`config.mk`:
```
export PLATFORM = sky130hd
export DESIGN_NAME = mem_port_arbiter
export DESIGN_NICKNAME = d
export VERILOG_FILES = /design/src/rtl/mem_port_arbiter.sv
export SDC_FILE = /design/constraint.sdc
export NUM_CORES = 1
export LEC_CHECK = 0
export CAP_MARGIN = 20
export CORE_AREA = 2 2 206 208
export CTS_CLUSTER_DIAMETER = 50
export DETAILED_ROUTE_END_ITERATION = 10
export DIE_AREA = 0 0 208 210
export PLACE_DENSITY = 0.6
export SYNTH_ARGS = -nofsm -noshare
export SYNTH_HDL_FRONTEND = slang
export SYNTH_SLANG_ARGS = --single-unit
export TNS_END_PERCENT = 20
```
`constraint.sdc`:
```
create_clock -name clk -period 1.8 [get_ports clk]
set_input_delay 0.27 -clock clk [delete_from_list [all_inputs] [get_ports clk]]
set_output_delay 0.27 -clock clk [all_outputs]
set_load 0.02 [all_outputs]
```
`src/rtl/mem_port_arbiter.sv`:
```
// Shares one memory port between IFU and LSU: grant to rvalid takes MEM_LAT+1 cycles, one access per MEM_LAT+2.
// gnt is given only in IDLE, so requesters hold req; `define MEM_ARB_RR_EN for round-robin ties (default: LSU wins).
module mem_port_arbiter #(
  parameter int MEM_LAT = 1
) (
  input  logic        clk,
  input  logic        rst,
  input  logic        ifu_req,
  input  logic [63:0] ifu_addr,
  output logic        ifu_gnt,
  output logic        ifu_rvalid,
  output logic [63:0] ifu_rdata,
  input  logic        lsu_req,
  input  logic        lsu_wen,
  input  logic [63:0] lsu_addr,
  input  logic [63:0] lsu_wdata,
  input  logic [3:0]  lsu_wlen,
  output logic        lsu_gnt,
  output logic        lsu_rvalid,
  output logic [63:0] lsu_rdata,
  output logic [63:0] mm_addr,
  output logic [63:0] mm_wdata,
  output logic [3:0]  mm_wlen,
  output logic        mm_wen,
  output logic        mm_ren,
  input  logic [63:0] mm_rdata
);

  localparam int CW = (MEM_LAT > 1) ? $clog2(MEM_LAT) : 1;
  localparam logic [CW-1:0] CNT_INIT = CW'(MEM_LAT - 1);

  typedef enum logic [1:0] {IDLE = 2'd0, BUSY = 2'd1, RESP = 2'd2} state_t;

  state_t        r_state;
  logic [CW-1:0] r_cnt;
  logic          r_own_lsu;
  logic          r_wen;
  logic [63:0]   r_addr;
  logic [63:0]   r_wdata;
  logic [3:0]    r_wlen;
  logic          r_ifu_rvalid;
  logic          r_lsu_rvalid;
  logic [63:0]   r_ifu_rdata;
  logic [63:0]   r_lsu_rdata;

  logic          w_idle;
  logic          w_busy;
  logic          w_pick_lsu;
  logic          w_grant;

`ifdef MEM_ARB_RR_EN
  logic          r_last_lsu;
  // On a tie the port that did not win last time goes first.
  assign w_pick_lsu = lsu_req && (!ifu_req || !r_last_lsu);
`else
  assign w_pick_lsu = lsu_req;
`endif

  // Grants are held off during reset so a request is never accepted and then dropped.
  assign w_idle  = (r_state == IDLE) && !rst;
  assign w_busy  = (r_state == BUSY);
  assign lsu_gnt = w_idle && w_pick_lsu;
  assign ifu_gnt = w_idle && ifu_req && !w_pick_lsu;
  assign w_grant = lsu_gnt || ifu_gnt;

  assign mm_addr  = w_busy ? r_addr  : '0;
  assign mm_wdata = w_busy ? r_wdata : '0;
  assign mm_wlen  = w_busy ? r_wlen  : '0;
  assign mm_ren   = w_busy && !r_wen;
  // Write strobe only on the final BUSY cycle so a store lands exactly once.
  assign mm_wen   = w_busy && r_wen && (r_cnt == '0);

  assign ifu_rvalid = r_ifu_rvalid;
  assign lsu_rvalid = r_lsu_rvalid;
  assign ifu_rdata  = r_ifu_rdata;
  assign lsu_rdata  = r_lsu_rdata;

  always_ff @(posedge clk) begin
    if (rst) begin
      r_state      <= IDLE;
      r_cnt        <= '0;
      r_own_lsu    <= 1'b0;
      r_wen        <= 1'b0;
      r_addr       <= '0;
      r_wdata      <= '0;
      r_wlen       <= '0;
      r_ifu_rvalid <= 1'b0;
      r_lsu_rvalid <= 1'b0;
      r_ifu_rdata  <= '0;
      r_lsu_rdata  <= '0;
`ifdef MEM_ARB_RR_EN
      r_last_lsu   <= 1'b1;
`endif
    end else begin
      r_ifu_rvalid <= 1'b0;
      r_lsu_rvalid <= 1'b0;
      case (r_state)
        IDLE: begin
          if (w_grant) begin
            r_state   <= BUSY;
            r_cnt     <= CNT_INIT;
            r_own_lsu <= w_pick_lsu;
            r_addr    <= w_pick_lsu ? lsu_addr : ifu_addr;
            r_wen     <= w_pick_lsu && lsu_wen;
            r_wdata   <= w_pick_lsu ? lsu_wdata : '0;
            r_wlen    <= w_pick_lsu ? lsu_wlen : '0;
`ifdef MEM_ARB_RR_EN
            r_last_lsu <= w_pick_lsu;
`endif
          end
        end
        BUSY: begin
          if (r_cnt == '0) begin
            r_state <= RESP;
            if (r_own_lsu) begin
              r_lsu_rvalid <= 1'b1;
              r_lsu_rdata  <= r_wen ? '0 : mm_rdata;
            end else begin
              r_ifu_rvalid <= 1'b1;
              r_ifu_rdata  <= mm_rdata;
            end
          end else begin
            r_cnt <= r_cnt - 1'b1;
          end
        end
        RESP:    r_state <= IDLE;
        default: r_state <= IDLE;
      endcase
    end
  end

endmodule

```
Word level (Yosys, flattened, before mapping)

Index checks and enable logic that the tools add are counted.

Bits in registers: 267
Bits of input ports: 265

$add $sub $neg: 1
Eq/ne operators: 3
Muxes and demuxes: 15
Bitwise logic cells: 3
Reductions and logical operators: 20

Operators with widths:

| cell                                                                   | count |
|---|---|
| 64-bit two-way mux                                                     | 5 |
| 1-bit logical AND                                                      | 8 |
| 4-bit two-way mux                                                      | 2 |
| 2-bit AND reduction                                                    | 3 |
| 3-bit AND reduction                                                    | 2 |
| 1-bit two-way mux                                                      | 4 |
| 2-bit two-way mux                                                      | 2 |
| 2-bit != test (second input constant)                                  | 2 |
| 2-bit case mux with 2 select lines                                     | 1 |
| 1-bit logical NOT                                                      | 3 |
| 1-bit NOT                                                              | 3 |
| 3-bit OR reduction                                                     | 1 |
| 2-bit by 1-bit equality test with 1-bit output (second input constant) | 1 |
| 2-bit logical NOT                                                      | 1 |
| 1-bit case mux with 2 select lines                                     | 1 |
| 2-bit nonzero test                                                     | 1 |
| 1-bit logical OR                                                       | 1 |
| 1-bit subtractor (second input constant)                               | 1 |

Longest topological paths before layout

Gate-level depths: netlist of run 1.

Word-level depth: 7
Depth in mapped cells: 6

Worst setup path after synthesis of run 1

OpenSTA, ideal clock, no wires.

Path type: flip-flop to output port
Start: register r_state[1]
End: output ifu_gnt
Arrival: 1.682 ns
Required time: 1.530 ns
Slack: -0.152 ns
Cell stages (with the launch flop): 6
Buffers on the path: 3
Cells stage by stage: dfxtp_1 -> buf_4 -> nor2_2 -> buf_2 -> buf_2 -> nor4bb_1

Longest elaborated chain between the ends: 4

Ends and longest elaborated chain:

| element                        | RTL line | text |
|---|---|---|
| start, declared                | 34       | `state_t r_state;` |
| start signal, assigned         | 80       | `r_state <= IDLE;` |
| start signal, assigned         | 100      | `r_state <= BUSY;` |
| start signal, assigned         | 114      | `r_state <= RESP;` |
| 2-bit logical NOT              | 60       | `assign w_idle = (r_state == IDLE) && !rst;` |
| 1-bit logical AND              | 60       |  |
| 1-bit logical AND (2 in a row) | 63       | `assign ifu_gnt = w_idle && ifu_req && !w_pick_lsu;` |
| end, declared                  | 10       | `output logic ifu_gnt,` |

No other way between the ends.

Worst setup path after layout of run 1

Start: register r_state[1]
End: output mm_addr[21]

Longest elaborated chain between the ends: 2

Ends and longest elaborated chain:

| element                                        | RTL line | text |
|---|---|---|
| 2-bit by 1-bit equality test with 1-bit output | 61       | `assign w_busy = (r_state == BUSY);` |
| 64-bit two-way mux                             | 66       | `assign mm_addr = w_busy ? r_addr : '0;` |
| end, declared                                  | 21       | `output logic [63:0] mm_addr,` |

No other way between the ends.

==> results.sh, run 1 <==
export IMPL_status="finished, violations left"
export IMPL_violations="setup timing"
export IMPL_timing_rr_end="r_addr[39]$_SDFFE_PP0P_"
export IMPL_cts_reportedPaths_clkPinSlew_ns=0.05
export IMPL_slew_limit_headroom_pct=36.61
export IMPL_ir_worst_vdd_mv=0.6060
export IMPL_syn_area_sq_um=11140
export IMPL_clockRootBuffer="clkbuf_16"
export IMPL_hold_ws_ns=0.2109
export IMPL_fillers=3982
export IMPL_ys_warn_count=0
export IMPL_slowest_delay_ns=0.35
export IMPL_synthTopCellsByCount="dfxtp_1 (266), and2_1 (134), a21oi_1 (129)"
export IMPL_layout_setup_ws_ns=-0.2627
export IMPL_min_path_type="in -> reg"
export IMPL_syn_num_nets=1372
export IMPL_final_core_util_pct=45.64
export IMPL_maxSlewViolCount=0
export IMPL_reg2reg_slack_ns=0.16
export IMPL_r2r_start="r_state[1]$_SDFFE_PP0P_"
export IMPL_layout_drive_gt1_share_pct=21.64
export IMPL_grt_max_degree=129
export IMPL_io_buffers=530
export IMPL_cts_tree="yes"
export IMPL_fin_crit_sh_pct=114.6
export IMPL_cap_violations=0
export IMPL_setup_viol=133
export IMPL_place_congestion=0.7868
export IMPL_synth_area_top_cells="dfxtp_1 (48%), mux2i_1 (11%), and2_1 (7.5%), a21oi_1 (5.8%), a211oi_2 (5.6%)"
export IMPL_postRouteAntennaNets=0
export IMPL_yosys_area_top_type="dfxtp_1"
export IMPL_globalRouteTotalUtil_pct=18.57
export IMPL_vias_per_cell=4.610
export IMPL_crit_type="reg -> out"
export IMPL_crit_path_start_kind="flop"
export IMPL_overflow=0
export IMPL_clk_latency_ns=0.54
export IMPL_cts_buffers=38
export IMPL_p_switching_uw=4602
export IMPL_final_cells=2189
export IMPL_clock_power_share_pct=42.5
export IMPL_initial_utilization_pct=26.87
export IMPL_drt_iter0_drc=488
export IMPL_reg2regPathDepth=6
export IMPL_htree_num_levels=2
export IMPL_internal_power_uw=12360
export IMPL_core_area_sq_um=41480
export IMPL_drc=0
export IMPL_ys_types=27
export IMPL_cp_slowest_cell="and2b_4"
export IMPL_fmax_ghz=0.4848
export IMPL_async_flop_share_pct=0
export IMPL_clockBufferDepth=3
export IMPL_combPwrFrac_pct=19.1
export IMPL_worstMarginPinSlew_ns=0.9509
export IMPL_switching_share_pct=27.13
export IMPL_routed_wl_um=42290
export IMPL_rows=75
export IMPL_cp_end_kind="output port"
export IMPL_syn_area_per_cell_sq_um=10.07
export IMPL_ios=531
export IMPL_synth_edf_count=0
export IMPL_layout_nets=1887
export IMPL_p_leak_uw=0.009096
export IMPL_cpLargestDelayFamily="simple AND/OR/NAND/NOR gates"
export IMPL_clock_skew_ns=0.01681
export IMPL_cp_max_fo=14
export IMPL_grt_pass1_vias=10326
export IMPL_synthFlopType="dfxtp_1"
export IMPL_crit_buf_inv=2
export IMPL_grt_pass1_wl_um=63350
export IMPL_drt_pass1_iterations=4
export IMPL_wl_per_cell_um=19.32
export IMPL_fin_crit_ns=2.063
export IMPL_syn2layout_area_growth_pct=69.86
export IMPL_dp_hpwl_um=29670
export IMPL_fin_setup_tns_ns=-24.96
export IMPL_p_seq_share_pct=38.4
export IMPL_cts_sinks=266
export IMPL_antenna_found_initial=1
export IMPL_diodes=0
export IMPL_synth_top_area_share_pct=47.79
export IMPL_num_vias=10091
export IMPL_path_cells="and2b_4 -> buf_6 -> and2_1 -> clkdlybuf4s15_2"
export IMPL_synth_seq_cells=266
export IMPL_die_width_um=208
export IMPL_p_total_uw=16960
export IMPL_finalHoldViolations=0
export IMPL_synth_most_common_cell="dfxtp_1"
export IMPL_critPathArrivalTime_ns=1.79
export IMPL_die_y_um=210
export IMPL_crit_required_ns=1.53
export IMPL_rsz0062_at_grt="yes"
export IMPL_netlist_instances=1107
export IMPL_power_density_nw_per_um2=896.1
export IMPL_whs_endpoint="r_own_lsu$_SDFFE_PP0P_"
export IMPL_min_path_cells=4
export IMPL_dp_cells=2113
export IMPL_die_area_sq_um=43680
export IMPL_synth_seq_area_share_pct=47.79
export IMPL_hold_path_startpoint="lsu_req"
==> routing by layer <==
layer	part of all wire, %	GRT usage [%]
met4	2.4	6.163
met1	43	23.14
met3	6.6	4.946
met5	0.031	0
met2	48	31.16
==> state kept, by name, indices dropped and copies added (netlist names) <==
register    count
lsu_rvalid      1
ifu_rvalid      1
r_wen           1
r_wdata        64
r_own_lsu       1
r_addr         64
ifu_rdata      64
lsu_rdata      64
r_wlen          4
r_state         2
==> worst min-delay path: cells and delay by family <==
kind,cells,cell delay (ns)
AOI/OAI and AO/OA,1,0.05
and+or+nand+nor,1,0.05
buffers and inverters,2,0.31
==> metrics by stage <==
| stage | setup WS, ns | cell area [sq um] |
|---|---|---|
| after floorplan | 0.04190 | 11150 |
| after global placement | -0.1926 | 17090 |
| after detailed placement | -0.1871 | 17090 |
| after CTS | -0.3198 | 18470 |
| after global routing | -0.3466 | 18930 |
| final | -0.2627 | 18930 |
==> area by class of cell <==
| class | count | area, sq um | share of cell area, % |
|---|---|---|---|
| Sequential cell | 266 | 5329 | 28.15 |
| Clock buffer | 52 | 1074 | 5.672 |
| Tap cell | 539 | 674.4 | 3.563 |
| Multi-Input combinational cell | 734 | 5350 | 28.27 |
| Clock inverter | 16 | 153.9 | 0.8131 |
| Timing Repair Buffer | 582 | 6347 | 33.53 |
==> how the worst max path moves through the flow <==
stage                                        from      endpoint  slack (ns)  cells past startpoint
after global routing      r_state[1]$_SDFFE_PP0P_    mm_wlen[3]       -0.35                      5
after floorplan           r_state[1]$_SDFFE_PP0P_       ifu_gnt        0.04                      5
after global placement    r_state[1]$_SDFFE_PP0P_   mm_addr[25]       -0.19                      4
after detailed placement  r_state[1]$_SDFFE_PP0P_  mm_wdata[36]       -0.19                      4
after CTS                 r_state[1]$_SDFFE_PP0P_   mm_addr[63]       -0.32                      4
final                     r_state[1]$_SDFFE_PP0P_   mm_addr[21]       -0.26                      4
==> power by group through the flow <==
stage | clock network [uW] | registers [uW] | logic (uW)
2_1_floorplan | 0 | 6710 | 1460
3_3_place_gp | 0 | 6610 | 3130
3_5_place_dp | 0 | 6620 | 3150
4_1_cts | 7450 | 6500 | 3230
5_1_grt | 7660 | 6550 | 3450
6_report | 7220 | 6510 | 3240
==> kinds of logic (layout without fill, tap and decap cells) <==
logic type / count (synthesis) / in the layout / synth area share, %
simple gates: 341 / 342 / 17.18
buf+inv: 108 / 650 / 5.592
mux: 128 / 128 / 11.50
compound gates: 264 / 264 / 17.94
flops: 266 / 266 / 47.79
==> placed cells by master (no fill, tap or decap), types with 2 or more instances in the layout <==
master	synthesis	final
nor2_1	67	67
buf_4	4	36
mux2i_1	128	128
buf_8	0	2
buf_6	20	111
buf_2	42	7
nand2_1	65	65
a211oi_1	14	14
clkdlybuf4s50_1	0	288
dfxtp_1	266	263
a22o_1	69	69
and2_4	0	43
nand3b_1	65	65
buf_12	0	19
dfxtp_2	0	3
a211oi_2	50	50
dlymetal6s2s_1	0	104
clkinv_2	0	5
inv_6	0	5
clkbuf_16	0	39
clkbuf_1	35	7
clkbuf_8	0	8
and2b_4	0	2
and2_1	134	91
a21oi_1	129	129
clkdlybuf4s15_2	0	11
inv_8	0	2
==> repair_timing <==
action / CTS / global route
setup buffers: 3 / 2
gates resized for setup: 690 / 206
pin swaps: 13 / 9
endpoints found under the setup margin: 217 / 285
hold buffers: 0 / 0
gates cloned: 3 / 1
Power figures use the tool's default switching activity.
==> run 2: changes to the inputs <==
- CTS_BUF_LIST: unset -> sky130_fd_sc_hd__clkbuf_16
- PLACE_DENSITY: 0.6 -> 0.66
==> results.sh, run 2 (synthesis results as in run 1) <==
export IMPL_status="finished, violations left"
export IMPL_violations="setup timing"
export IMPL_busiest_layer="met2"
export IMPL_layout_setup_ws_ns=-0.2714
export IMPL_vias_per_cell=4.637
export IMPL_use_met1_pct=21.87
export IMPL_final_common_cell="clkdlybuf4s50_1"
export IMPL_dp_slack_ns=-0.1694
export IMPL_grt_pass1_vias=10149
export IMPL_startpoint="r_state[1]$_SDFFE_PP0P_"
export IMPL_final_core_util_pct=45.96
export IMPL_wl_per_cell_um=19.24
export IMPL_die_area_sq_um=43680
export IMPL_globalRouteTotalUtil_pct=17.88
export IMPL_cts_sinks=266
export IMPL_clock_skew_ns=0.01897
export IMPL_fmax_ghz=0.4828
export IMPL_critPathArrivalTime_ns=1.80
export IMPL_fin_setup_tns_ns=-27.23
export IMPL_setup_viol=135
export IMPL_clockBufferDepth=3
export IMPL_core_area_sq_um=41480
export IMPL_worstMarginPinSlew_ns=0.5969
export IMPL_gr_usage_met3_pct=5.602
export IMPL_ir_worst_vdd_mv=0.6962
export IMPL_min_path_type="in -> reg"
export IMPL_fin_crit_sh_pct=115.1
export IMPL_final_cell_mix="clkdlybuf4s50_1 (276), dfxtp_1 (265), a21oi_1 (129)"
export IMPL_ios=531
export IMPL_finalHoldViolations=0
export IMPL_die_width_um=208
export IMPL_grt_pass1_wl_um=61270
export IMPL_postRouteAntennaNets=0
export IMPL_initial_utilization_pct=26.87
export IMPL_slowest_delay_ns=0.35
export IMPL_maxSlewViolCount=0
export IMPL_slew_limit_headroom_pct=60.20
export IMPL_clockRootBuffer="clkbuf_16"
export IMPL_htree_num_levels=2
export IMPL_crit_required_ns=1.53
export IMPL_clk_latency_ns=0.54
export IMPL_syn2layout_area_growth_pct=71.06
export IMPL_dp_hpwl_um=28600
export IMPL_drt_pass1_iterations=4
export IMPL_cap_violations=0
export IMPL_place_congestion=0.7711
export IMPL_cts_tree="yes"
export IMPL_cp_max_fo=14
export IMPL_crit_path_start_kind="flop"
export IMPL_grt_max_degree=128
export IMPL_rows=75
export IMPL_drc=0
export IMPL_cts_buffers=38
export IMPL_hold_path_startpoint="lsu_req"
export IMPL_grtUsageMet2_pct=30.10
export IMPL_routed_wl_um=42160
export IMPL_fin_crit_ns=2.071
export IMPL_cp_end_kind="output port"
export IMPL_overflow=0
export IMPL_cp_slowest_cell="and2b_4"
export IMPL_drt_iter0_drc=504
export IMPL_r2r_start="r_state[0]$_SDFFE_PP0P_"
export IMPL_cts_reportedPaths_clkPinSlew_ns=0.04
export IMPL_layout_nets=1887
export IMPL_p_total_uw=16680
export IMPL_fillers=3886
export IMPL_p_leak_uw=0.009404
export IMPL_layout_drive_gt1_share_pct=22.96
export IMPL_antenna_found_initial=2
export IMPL_power_density_nw_per_um2=875.1
export IMPL_final_cell_area_sq_um=19060
export IMPL_num_vias=10160
export IMPL_dpl_cell_area_sq_um=17110
export IMPL_io_buffers=530
export IMPL_path_cells="and2b_4 -> buf_12 -> clkbuf_16 -> and2_1 -> buf_6"
export IMPL_crit_type="reg -> out"
export IMPL_rsz0062_at_grt="yes"
export IMPL_die_y_um=210
-- run 2: changes by cell type in the layout (fill, tap and decap cells not counted), moves of 4 or more --
| cell | change |
|---|---|
| and2_1 | -28 |
| and2_4 | +28 |
| clkdlybuf4s50_1 | -12 |
| dlymetal6s2s_1 | +12 |
| clkdlybuf4s15_2 | -11 |
| buf_6 | +8 |
| clkbuf_8 | -8 |
| clkbuf_1 | -7 |
| inv_1 | +7 |
| buf_2 | -6 |
| buf_4 | +6 |
| clkinv_1 | +6 |
| buf_12 | +5 |
| clkbuf_16 | +4 |
-- run 2: where the power goes --
part | switching, uW | total [uW] | leakage, uW | internal, uW
clock | 2820 | 6860 | 0.000606 | 4040
combinational | 1580 | 3320 | 0.00662 | 1740
sequential | 207 | 6500 | 0.00218 | 6290
-- run 2: cell type report --
type | instances | area, sq um | area share (%)
repair buffers | 583 | 6480 | 33.99
multi-input cells | 733 | 5418 | 28.42
flip-flops and latches | 266 | 5326 | 27.94
clock buffers | 38 | 950.9 | 4.989
well taps | 539 | 674.4 | 3.538
clock inverters | 31 | 210.2 | 1.103
diodes | 1 | 2.502 | 0.01313
-- run 2: worst paths after layout --
path | to | slack, ns | cells after the start
max | mm_addr[4] | -0.27 | 5
min | r_own_lsu$_SDFFE_PP0P_ | 0.24 | 4
max reg2reg | ifu_rdata[14]$_SDFFE_PP0P_ | 0.16 | 5
min reg2reg | lsu_rdata[23]$_SDFFE_PP0P_ | 0.44 | 2
-- run 2: what timing repair did --
| action | CTS | global route |
|---|---|---|
| endpoints found under the hold margin | 0 | 0 |
| endpoints found under the setup margin | 208 | 252 |
| pin swaps | 0 | 13 |
| resized for setup | 480 | 511 |
| cloned | 0 | 7 |
| setup buffers | 0 | 3 |
| hold buffers | 0 | 0 |
-- run 2: critical path, delay by kind of cell, from the launching register on --
family / cells / cell delay (ns)
and+or+nand+nor: 2 / 0.49
buffers and inverters: 3 / 0.47
DFF: 1 / 0.30
-- run 2: per-layer routing --
metal / up-vias / share of wire (%)
li1: 4919 / -
met1: 4817 / 42
met2: 362 / 49
met3: 62 / 7.1
met4: 0 / 2.4
met5: - / 0
-- run 2: through the flow --
| stage | std cells | hold WS, ns |
|---|---|---|
| detailed placement | 2111 | 0.4423 |
| floorplan | 1107 | 0.4026 |
| finish | 2191 | 0.2371 |
| global route | 2191 | 0.2340 |
| CTS | 2180 | 0.1960 |
| global placement | 2111 | 0.4371 |
==> RTL change 1: new RTL, flow settings as in run 2 <==
Reset style: asynchronous (`rst`), changed in one clocked block.
--- a/src/rtl/mem_port_arbiter.sv
+++ b/src/rtl/mem_port_arbiter.sv
@@ -75,7 +75,7 @@
   assign ifu_rdata  = r_ifu_rdata;
   assign lsu_rdata  = r_lsu_rdata;
 
-  always_ff @(posedge clk) begin
+  always_ff @(posedge clk or posedge rst) begin
     if (rst) begin
       r_state      <= IDLE;
       r_cnt        <= '0;
Check against the original RTL: differs if rst is asserted again (counterexample within 4 cycles, from zero or initial values and one cycle with rst high); with rst held inactive, the same outputs for 4 cycles.
==> RTL change 1 against run 2 <==
  * Critical path type unchanged
  * Highest routed layer unchanged
  * Hold slack improved by 0.060 ns
  * Setup slack worse by 0.043 ns
  * The flow still finishes with violations (negative setup slack)
  * Synthesized area increased by 6.6%
  * Sequential cell count is the same
  * Global-route usage down 0.94 points
  * Register-to-register slack got worse by 0.29 ns
  * Clock skew is 0.0092 ns lower
  * Final area up 3.4%
  * Routed wire length decreased by 6.5%
  * Synthesized cell count fell by 15%
  * Critical path depth rose by 2
Power is not compared: it rests on default switching activity, and its combinational part moved more than twofold at a synthesized area within 25%.
==> RTL change 1: results (changes against run 2) <==
{
  "placedInstanceArea": {"value": 18000, "unit": "sq um", "change": "+5.4%"},
  "final_critical_path_setup_slack": {"value": -0.315, "unit": "ns", "change": "-0.0432 ns"},
  "antenna_found_initial": {"value": 1, "change": "-1"},
  "fin_worst_skew": {"value": 0.00974, "unit": "ns", "change": "-0.00924 ns"},
  "crit_end": {"value": "mm_addr[33]"},
  "setup-tns-final": {"value": -41.96, "unit": "ns", "change": "-14.73 ns"},
  "timing.final.setup_violations": {"value": 344, "change": "+150%"},
  "reg2reg_setup_slack": {"value": -0.13, "unit": "ns", "change": "-0.29 ns"},
  "netlist_top_cells_count": {"value": "dfrtp_1, and2_1, mux2_1"},
  "netlist-cell-type-count": {"value": 22, "change": "-19%"},
  "routedWlPerCell": {"value": 19.1, "unit": "um", "change": "-0.87%"},
  "status": {"value": "complete, but fails checks"},
  "nets": {"value": 1766, "change": "-6.4%"},
  "slew_headroom": {"value": 51.5, "unit": "%", "change": "-8.7 points"},
  "post-dp-hpwl": {"value": 28.0, "unit": "mm", "change": "-2.0%"},
  "synth_nets": {"value": 1202, "change": "-12%"},
  "grt_start_max_net_pins": {"value": 70, "change": "-45%"},
  "cts_inserted_buffers": {"value": 35, "change": "-7.9%"},
  "drtIter0Drc": {"value": 401, "change": "-20%"},
  "violations": {"value": "negative setup slack"},
  "critical_path.max_fanout": {"value": 8, "change": "-6"},
  "post_route_cells_drive_above_1_share": {"value": 28.8, "unit": "%", "change": "+5.8 points"},
  "reg2reg_depth": {"value": 8, "change": "+3"},
  "seq_area_frac_synth": {"value": 56.0, "unit": "%", "change": "+8.2 points"},
  "critical_path_arrival": {"value": 1.84, "unit": "ns", "change": "+0.04 ns"},
  "grt_first_pass_wirelength": {"value": 58.2, "unit": "mm", "change": "-4.9%"},
  "synth_area_leaders": {"value": "dfrtp_1, mux2_1, and2_1, mux2_4, mux2_2"},
  "rr_startpoint": {"value": "r_state[0]"},
  "gp_congestion": {"value": 0.824, "change": "+6.9%"},
  "grt_pass1_vias": {"value": 9796, "change": "-3.5%"}
}
-- RTL change 1: what timing repair did --
action | 4_1_cts | 5_1_grt
pin swaps | 1 | 32
gates cloned | 0 | 11
endpoints found under the hold margin | 0 | 0
resized for setup | 349 | 419
setup endpoints to repair | 214 | 425
buffers inserted | 1 | 19
-- RTL change 1: worst min-delay path by stage --
stage	start	to	cells past startpoint
floorplan	mm_rdata[0]	ifu_rdata[0]	1
global placement	r_addr[53]	r_addr[53]	1
detailed placement	r_addr[49]	r_addr[49]	1
CTS	lsu_req	r_addr[53]	3
global route	lsu_req	r_addr[61]	3
finish	lsu_req	r_addr[53]	3
-- RTL change 1: cell type report --
class | count | area (sq um)
Multi-Input combinational cell | 596 | 5010
Clock buffer | 36 | 901
Timing Repair inverter | 1 | 20.0
Sequential cell | 266 | 6660
Antenna cell | 1 | 2.50
Fill cell | 3764 | 21800
Clock inverter | 26 | 230
Timing Repair Buffer | 597 | 6190
Tap cell | 539 | 674
Inverter | 4 | 33.8
-- RTL change 1: logic make-up (layout without fill, tap and decap cells) --
group           Yosys count  in the layout  synth area share [%]
compound gates          135            135                  7.92
buf+inv                  75            664                  3.52
flops                   266            266                  56.0
mux                     192            192                  19.7
other cells               0              1                     0
simple gates            269            269                  12.8
-- RTL change 1: routing by layer --
layer	share of wire [%]	GRT usage, %	up-vias
li1	-	-	4335
met4	2.3	5.33	0
met3	8.4	6.05	54
met1	42	20.9	4575
met5	0	0	-
met2	48	27.7	381
-- RTL change 1: worst max-delay path, stage by stage, from the launching register on --
cell and delay [ns]:
dfrtp_1 0.42, nand2b_4 0.15, clkinv_8 0.11, buf_6 0.13
buf_8 0.12, buf_6 0.13, and2_4 0.13, buf_6 0.12
-- RTL change 1: power by group through the flow --
stage / Combinational [W] / Sequential, W / Clock (W)
after floorplan: 0.00311 / 0.0109 / 0
after global placement: 0.00984 / 0.00923 / 0
after detailed placement: 0.00997 / 0.00931 / 0
after CTS: 0.00986 / 0.00926 / 0.00703
after global routing: 0.0108 / 0.00953 / 0.00726
final: 0.0102 / 0.00927 / 0.00682
-- RTL change 1: metrics by stage --
stage	power (W)	util, %	std cells	hold slack, ns	worst slack [ns]
6_report	0.0263	47.5	2066	0.297	-0.315
5_1_grt	0.0276	47.5	2066	0.288	-0.400
3_3_place_gp	0.0191	43.5	1972	0.462	-0.510
4_1_cts	0.0261	45.9	2035	0.265	-0.430
2_1_floorplan	0.0140	-	937	0.405	-1.98
3_5_place_dp	0.0193	43.5	1972	0.468	-0.477
==> RTL change 2: new RTL, config.mk and constraints of run 2 <==
Without the edit above. The option `MEM_ARB_RR_EN` is turned on by a define.
--- a/src/rtl/mem_port_arbiter.sv
+++ b/src/rtl/mem_port_arbiter.sv
@@ -1,5 +1,7 @@
 // Shares one memory port between IFU and LSU: grant to rvalid takes MEM_LAT+1 cycles, one access per MEM_LAT+2.
 // gnt is given only in IDLE, so requesters hold req; `define MEM_ARB_RR_EN for round-robin ties (default: LSU wins).
+`define MEM_ARB_RR_EN
+
 module mem_port_arbiter #(
   parameter int MEM_LAT = 1
 ) (
Check against the original RTL: not equivalent (Yosys sat finds a counterexample within 4 cycles, from zero or initial values and one cycle with rst high).
==> RTL change 2 against run 2 <==
  * Synthesized area is 1.8% higher
  * Synthesized cell count is 21% higher
  * Sequential cell count rose by 1
  * Setup slack better by 0.0037 ns
  * Final area is 1.0% lower
  * Highest routed layer unchanged
  * Cell count is 9.5% higher
  * The run still ends with negative setup slack left
  * Routed wire length increased by 4.9%
  * Sequential power fell by 1%
  * Die area did not move
  * Power down 2.2%
  * Combinational power is 10% lower
  * First-iteration DRC count increased by 52%
==> RTL change 2: results (changes against run 2) <==
{
  "synth_area_leaders": {"value": "dfxtp_1, a21oi_1, and2_1, nand2_1, mux2i_1"},
  "dr.pass1.iters": {"value": 5, "change": "+1"},
  "fin_worst_skew": {"value": 0.0172, "unit": "ns", "change": "-0.00175 ns"},
  "grt_first_pass_wirelength": {"value": 65.2, "unit": "mm", "change": "+6.5%"},
  "muxShareOfSynthArea": {"value": 5.65, "unit": "%", "change": "-5.8 points"},
  "grtUsageMet2": {"value": 30.0, "unit": "%", "change": "-0.069 points"},
  "antenna_found_initial": {"value": 4, "change": "+2"},
  "gp_congestion": {"value": 0.819, "change": "+6.2%"},
  "final_critical_path_setup_slack": {"value": -0.268, "unit": "ns", "change": "+0.00372 ns"},
  "finalHoldWorstSlack": {"value": 0.258, "unit": "ns", "change": "+0.0214 ns"},
  "routedWlPerCell": {"value": 18.4, "unit": "um", "change": "-4.2%"},
  "netlist-cell-type-count": {"value": 30, "change": "+11%"},
  "seq_area_frac_synth": {"value": 47.1, "unit": "%", "change": "-0.66 points"},
  "synth-compound-area-share": {"value": 17.0, "unit": "%", "change": "-0.90 points"},
  "via_count": {"value": 11714, "change": "+15%"},
  "combinational_power": {"value": 0.00298, "unit": "W", "change": "-10%"},
  "filler_instances": {"value": 4085, "change": "+5.1%"},
  "setup-tns-final": {"value": -21.85, "unit": "ns", "change": "+5.38 ns"},
  "crit_path_max_incr_delay": {"value": 0.33, "unit": "ns", "change": "-0.02 ns"},
  "violations": {"value": "negative setup slack"},
  "crit_end": {"value": "mm_wdata[26]"},
  "critical_path.max_fanout": {"value": 6, "change": "-8"},
  "switching_part_of_the_total_power": {"value": 26.6, "unit": "%", "change": "-1.1 points"},
  "status": {"value": "complete, but fails checks"},
  "timing.final.setup_violations": {"value": 137, "change": "+1.5%"},
  "routed-wl-met3": {"value": 3.59, "unit": "mm", "change": "+20%"}
}
==> RTL change 2: per-stage QoR <==
stage          cells  utilization [%]  power (W)
2_1_floorplan   1345                -    0.00787
3_3_place_gp    2316             41.4    0.00927
3_5_place_dp    2316             41.4    0.00930
4_1_cts         2391             44.6     0.0164
5_1_grt         2399             45.5     0.0169
6_report        2399             45.5     0.0163
==> RTL change 2: worst max-delay path: cells and delay by family (launching register included) <==
family        cells  cell delay [ns]
buf+inv           5             0.59
flops             1             0.33
simple gates      2             0.34
==> RTL change 2: final cells by class <==
type / instances / area share (%)
Tap cell: 539 / 3.57
Sequential cell: 267 / 28.3
Clock buffer: 35 / 4.64
Timing Repair Buffer: 589 / 32.9
Antenna cell: 4 / 0.0530
Clock inverter: 24 / 1.34
Multi-Input combinational cell: 939 / 29.1
Inverter: 2 / 0.0398
==> RTL change 2: what timing repair did <==
item	in CTS	in global routing
buffers inserted	9	5
setup endpoints to repair	231	294
gates resized for setup	703	162
hold endpoints to repair	0	0
gates cloned	7	3
pin swaps	9	16
